===== config.mk =====
export PLATFORM = sky130hd
export DESIGN_NAME = conv_sched_flat
export DESIGN_NICKNAME = d
export VERILOG_FILES = /design/src/rtl/conv_sched_if.sv /design/src/rtl/conv_sched.sv /design/src/flat_wrapper.sv
export SDC_FILE = /design/constraint.sdc
export NUM_CORES = 1
export LEC_CHECK = 0
export BUFFER_PORTS_ARGS = -buffer_cell sky130_fd_sc_hd__buf_2
export CORE_UTILIZATION = 31
export DETAILED_ROUTE_END_ITERATION = 6
export GPL_TIMING_DRIVEN = 0
export MAX_ROUTING_LAYER = met4
export PLACE_DENSITY = 0.55
export RECOVER_POWER = 50
export SETUP_SLACK_MARGIN = 0.02
export SLEW_MARGIN = 20
export SYNTH_ARGS = -nofsm -noshare
export SYNTH_HDL_FRONTEND = slang
export SYNTH_SLANG_ARGS = --single-unit

===== constraint.sdc =====
create_clock -name clk -period 2.85 [get_ports clk]
set_input_delay 0.285 -clock clk [delete_from_list [all_inputs] [get_ports clk]]
set_output_delay 0.285 -clock clk [all_outputs]
set_load 0.01 [all_outputs]

===== src/rtl/conv_sched_if.sv =====
// rtl/conv_sched_if.sv - position beat stream between conv_sched and the multiplier array
interface conv_sched_if #(
   parameter int O_BITS = 4
) ();
   logic              pos_valid;
   logic              pos_ready;
   logic [O_BITS-1:0] pos_row;
   logic [O_BITS-1:0] pos_col;
   logic              pos_last;

   modport master (
      output pos_valid,
      output pos_row,
      output pos_col,
      output pos_last,
      input  pos_ready
   );

   modport slave (
      input  pos_valid,
      input  pos_row,
      input  pos_col,
      input  pos_last,
      output pos_ready
   );
endinterface


===== src/rtl/conv_sched.sv =====
// rtl/conv_sched.sv - convolution job sequencer: kernel load, per-tile image load, scan, drain
module conv_sched #(
   parameter int K_DIM    = 3,
   parameter int I_DIM    = 8,
   parameter int PIPE_LAT = 4,
   parameter int T_BITS   = 8,
   parameter int O_DIM    = K_DIM + I_DIM - 1,
   parameter int O_BITS   = $clog2(O_DIM + 1)
) (
   input  logic              clk,
   input  logic              rst,
   input  logic              start,
   input  logic [T_BITS-1:0] cfg_tiles,
   input  logic              abort,
   output logic              kern_req,
   input  logic              kern_valid,
   output logic              img_req,
   input  logic              img_valid,
   conv_sched_if.master      pos,
   output logic [T_BITS-1:0] tile_idx,
   output logic              busy,
   output logic              done
);

   localparam int D_BITS = (PIPE_LAT < 2) ? 1 : $clog2(PIPE_LAT + 1);
   localparam logic [D_BITS-1:0] D_INIT = D_BITS'(PIPE_LAT);
   localparam logic [O_BITS-1:0] O_MAX  = O_BITS'(O_DIM - 1);
   localparam logic [O_BITS-1:0] O_PEN  = O_BITS'(O_DIM - 2);

   typedef enum logic [2:0] {
      IDLE   = 3'd0,
      WAIT_K = 3'd1,
      WAIT_I = 3'd2,
      SCAN   = 3'd3,
      DRAIN  = 3'd4,
      DONE   = 3'd5
   } state_t;

   state_t            state;
   logic [T_BITS-1:0] tiles;
   logic [D_BITS-1:0] drain_cnt;
   logic [T_BITS:0]   tile_nxt;

   // one extra bit so tile_idx = 2^T_BITS-1 cannot wrap the "more tiles" compare
   assign tile_nxt = {1'b0, tile_idx} + 1'b1;

   // sequencer; every output is a register updated alongside the state it belongs to
   always_ff @(posedge clk) begin
      if (rst || (abort && state != IDLE)) begin
         state         <= IDLE;
         tiles         <= '0;
         drain_cnt     <= '0;
         tile_idx      <= '0;
         kern_req      <= 1'b0;
         img_req       <= 1'b0;
         pos.pos_valid <= 1'b0;
         pos.pos_row   <= '0;
         pos.pos_col   <= '0;
         pos.pos_last  <= 1'b0;
         busy          <= 1'b0;
         done          <= 1'b0;
      end else begin
         case (state)
            IDLE: begin
               // abort in IDLE has nothing to cancel but still vetoes a coincident start
               if (start && !abort) begin
                  state    <= WAIT_K;
                  tiles    <= (cfg_tiles == '0) ? T_BITS'(1) : cfg_tiles;
                  tile_idx <= '0;
                  kern_req <= 1'b1;
                  busy     <= 1'b1;
               end
            end
            WAIT_K: begin
               if (kern_valid) begin
                  state    <= WAIT_I;
                  kern_req <= 1'b0;
                  img_req  <= 1'b1;
               end
            end
            WAIT_I: begin
               if (img_valid) begin
                  state         <= SCAN;
                  img_req       <= 1'b0;
                  pos.pos_valid <= 1'b1;
                  pos.pos_row   <= '0;
                  pos.pos_col   <= '0;
                  pos.pos_last  <= (O_DIM == 1);
               end
            end
            SCAN: begin
               if (pos.pos_ready) begin
                  if (pos.pos_last) begin
                     state         <= DRAIN;
                     drain_cnt     <= D_INIT;
                     pos.pos_valid <= 1'b0;
                     pos.pos_last  <= 1'b0;
                     pos.pos_row   <= '0;
                     pos.pos_col   <= '0;
                  end else if (pos.pos_col == O_MAX) begin
                     pos.pos_col  <= '0;
                     pos.pos_row  <= pos.pos_row + 1'b1;
                     pos.pos_last <= 1'b0;
                  end else begin
                     pos.pos_col  <= pos.pos_col + 1'b1;
                     pos.pos_last <= (pos.pos_row == O_MAX) && (pos.pos_col == O_PEN);
                  end
               end
            end
            DRAIN: begin
               // leaves on the cycle the counter would reach zero: PIPE_LAT cycles in DRAIN
               if (drain_cnt <= D_BITS'(1)) begin
                  drain_cnt <= '0;
                  if (tile_nxt < {1'b0, tiles}) begin
                     state    <= WAIT_I;
                     tile_idx <= tile_idx + 1'b1;
                     img_req  <= 1'b1;
                  end else begin
                     state <= DONE;
                     done  <= 1'b1;
                  end
               end else begin
                  drain_cnt <= drain_cnt - 1'b1;
               end
            end
            DONE: begin
               state    <= IDLE;
               done     <= 1'b0;
               busy     <= 1'b0;
               tile_idx <= '0;
            end
            default: begin
               state <= IDLE;
            end
         endcase
      end
   end

endmodule


===== src/flat_wrapper.sv =====
// flat-port wrapper written by rule: the top's interface ports become plain ports
module conv_sched_flat 
#(
   parameter int K_DIM    = 3,
   parameter int I_DIM    = 8,
   parameter int PIPE_LAT = 4,
   parameter int T_BITS   = 8,
   parameter int O_DIM    = K_DIM + I_DIM - 1,
   parameter int O_BITS   = $clog2(O_DIM + 1)
)
  (clk, rst, start, cfg_tiles, abort, kern_req, kern_valid, img_req, img_valid, tile_idx, busy, done, pos_pos_valid, pos_pos_row, pos_pos_col, pos_pos_last, pos_pos_ready);
  conv_sched_if #(.O_BITS(O_BITS)) pos_i ();
  input  logic clk;
  input  logic rst;
  input  logic start;
  input  logic [T_BITS-1:0] cfg_tiles;
  input  logic abort;
  output logic kern_req;
  input  logic kern_valid;
  output logic img_req;
  input  logic img_valid;
  output logic [T_BITS-1:0] tile_idx;
  output logic busy;
  output logic done;
  output wire logic [$bits(pos_i.pos_valid)-1:0] pos_pos_valid;
  output wire logic [$bits(pos_i.pos_row)-1:0] pos_pos_row;
  output wire logic [$bits(pos_i.pos_col)-1:0] pos_pos_col;
  output wire logic [$bits(pos_i.pos_last)-1:0] pos_pos_last;
  input wire logic [$bits(pos_i.pos_ready)-1:0] pos_pos_ready;
  assign pos_pos_valid = pos_i.pos_valid;
  assign pos_pos_row = pos_i.pos_row;
  assign pos_pos_col = pos_i.pos_col;
  assign pos_pos_last = pos_i.pos_last;
  assign pos_i.pos_ready = pos_pos_ready;
  conv_sched #(.K_DIM(K_DIM), .I_DIM(I_DIM), .PIPE_LAT(PIPE_LAT), .T_BITS(T_BITS), .O_DIM(O_DIM), .O_BITS(O_BITS)) u_core (.clk(clk), .rst(rst), .start(start), .cfg_tiles(cfg_tiles), .abort(abort), .kern_req(kern_req), .kern_valid(kern_valid), .img_req(img_req), .img_valid(img_valid), .pos(pos_i), .tile_idx(tile_idx), .busy(busy), .done(done));
endmodule

==> impl_metrics.ini <==
[cells_and_area]
antenna_cells = 0
synthToLayoutAreaGrowth_pct = 19.55
fillerInstances = 694
nets = 324
layout_commonest_cell = nand2_1
final_cell_mix = 36 x nand2_1, 32 x dfxtp_1, 24 x a21oi_1
final_core_util_pct = 38.86
layout-drive-gt1-share_pct = 17.45

[route]
dr.pass1.iters = 6
drt_iter0_drc = 134
drc = 2
drt_wl_total_um = 5076
wl_per_cell_um = 13.54
dr_total_vias = 1920
drt-vias-per-instance = 5.120
final_antenna_net_count = 0

[synth]
synth_seq_cells = 36
synthesis.area_sq_um = 2100
ys_seq_area_share_pct = 34.33
yosys_warnings = 0
avgSynthCellArea_sq_um = 8.266
synth_fp_nets = 281
synth_cells = 254
yosysUniqueCellTypes = 57
postSynth.asyncResetShare_pct = 0
ys.flop_type = dfxtp_1
synth_edf_count = 0

[die]
dieArea_sq_um = 7106
row_count = 29
start_util_pct = 32.51
die_x_um = 84.30
ios = 37
core_sq_um = 6459
die_height_um = 84.30

[critical_path]
worstSetupStartpointType = register
r2r-start = u_core.tile_idx[2]
crit_family = compound AO/OA/AOI/OAI gates
path_cells = and3_4 > and3_1 > xor2_1 > ha_1 > and3_1 > a221oi_4 > a21o_1 > a31oi_4 > mux2_1
worstSetupPathType = reg -> reg
r2r_cells = 9
crit_required_ns = 3.03
critPathMostFrequentCell = and3_1
arrival_ns = 2.86
worst-path-buf-inv = 0
cp_slowest_cell = dfxtp_2
cp.depth = 9
cp-end-kind = register
crit_fanout = 7
crit-reg2reg-capture = u_core.tile_idx[0]
r2r_slack_ns = 0.17
cp_slowest_stage_delay_ns = 0.40

[hold_path]
holdPathEnd = u_core.tiles[6]
holdCritStartpoint = cfg_tiles[6]
hold_class = in -> reg
hold_depth = 3

[flow_run]
maxCapViolCount = 0

[clock_tree]
cts_tree = built
h-tree-depth = 2
cts_post_setup_buffers_inserted = 0
cts_buffers = 5
clkSinkCount = 36
clk_pin_slew_ns = 0.07
clockRootBuffer = clkbuf_8
clk_latency_ns = 0.29
hold_buffers = 0
clockBufferDepth = 2

[timing]
skew_ns = 0.003014
worstMarginPinSlew_ns = 0.6194
slew_headroom_pct = 58.48
hold_viol_final = 0
slew_violations = 0
finalSetupViolCount = 0
rsz0062_at_grt = no
fmax_mhz = 373.3
fin_hold_ws_ns = 0.2363
min_period_ns = 2.679
period_share_pct = 93.99

[placed_design]
gp_congestion = 0.7599
io_buffers = 36
dp_hpwl_um = 3799

[global_route]
grt.overflow.total = 0
grt_max_degree = 12
grt.total_usage_pct = 15.83
antenna_found_initial = 0
grt_pass1_wl_um = 8625
grt_pass1_vias = 1824

[outcome]
outcome = complete, but fails checks
violations = design-rule violations

[pwr]
vdd_drop_max_uv = 247.7
p_leak_uw = 0.0009707
power.density_nw_per_um2 = 597.2
-- through the flow --
stage / setup WS, ns / instance area, sq um / total power (uW) / setup TNS (ns) / instances
after global routing: 0.02448 / 2510 / 1610 / 0 / 375
after detailed placement: -0.01835 / 2376 / 1126 / -0.07503 / 367
after global placement: -0.03904 / 2376 / 1123 / -0.1707 / 367
final: 0.1713 / 2510 / 1499 / 0 / 375
after floorplan: 0.3488 / 2100 / 978.6 / 0 / 254
after CTS: 0.02823 / 2477 / 1518 / 0 / 375
-- power breakdown --
part | switching [uW] | internal [uW]
logic | 332 | 173
clock network | 190 | 193
registers | 46.9 | 565
-- sequential cells by signal, indices dropped and copies added (netlist names) --
signal                count
u_core.pos.pos_last       1
u_core.pos.pos_valid      1
u_core.done               1
u_core.tiles              8
u_core.state              3
u_core.pos.pos_row        4
u_core.drain_cnt          3
u_core.img_req            1
u_core.kern_req           1
u_core.tile_idx           8
u_core.busy               1
u_core.pos.pos_col        4
-- Yosys cell counts (4+ instances only) --
master / n / share of area, %
nand2_1: 37 / 6.6
dfxtp_1: 36 / 34
a21oi_1: 24 / 5.7
nor2_1: 22 / 3.9
ha_1: 12 / 7.2
inv_1: 11 / 2.0
o21ai_0: 8 / 1.9
and3_1: 7 / 2.1
nand3_1: 7 / 1.7
xor2_1: 7 / 2.9
nand2b_1: 6 / 1.8
a21o_1: 5 / 1.8
a22o_1: 4 / 1.7
a31oi_1: 4 / 1.2
-- kinds of logic (layout without fill, tap and decap cells) --
kind of cell,Yosys count,count (layout),share of synthesized area (%)
AOI/OAI and AO/OA,64,64,20.98
and+or+nand+nor,107,107,26.94
xor gates and xnor gates,10,10,4.172
muxes,4,4,2.026
buffers and inverters,21,65,4.410
adders and majority gates,12,12,7.151
DFF,36,36,34.33
-- metal layers --
layer	vias to the layer above	wire, um	global-route usage [%]	share of wire (%)
met5	-	0	-	0
met2	27	2235	24.22	44
li1	996	-	-	-
met3	6	173	3.245	3.4
met1	891	2593	20.87	51
met4	0	73	5.172	1.4
-- tightest hold or removal path, cell delays in order --
cell,delay (ns)
buf_2,0.10
nand2_1,0.05
a21oi_1,0.05
-- final cells by class --
type	count	area, sq um	area share (%)
well taps	77	96.34	3.838
multi-input cells	197	1344	53.54
plain buffers	8	42.54	1.695
clock buffers	6	82.58	3.290
inverters	13	48.80	1.944
repair buffers	36	157.7	6.281
flip-flops and latches	36	728.2	29.01
clock inverters	2	10.01	0.3988
-- worst max-delay path by stage --
stage / slack (ns) / start / end
2_1_floorplan: 0.35 / u_core.tile_idx[0] / u_core.tile_idx[0]
3_3_place_gp: -0.04 / u_core.tile_idx[0] / u_core.tile_idx[4]
3_5_place_dp: -0.02 / u_core.tile_idx[0] / u_core.tile_idx[0]
4_1_cts: 0.03 / u_core.tile_idx[0] / u_core.tile_idx[4]
5_1_grt: 0.02 / u_core.tile_idx[2] / u_core.tile_idx[0]
6_report: 0.17 / u_core.tile_idx[2] / u_core.tile_idx[0]
-- timing repair --
item,4_1_cts,5_1_grt
hold endpoints to repair,0,0
endpoints found under the setup margin,7,13
cloned,0,0
pin swaps,0,1
gates resized for setup,2,15
Note: power is estimated with default switching activity, not from simulation.
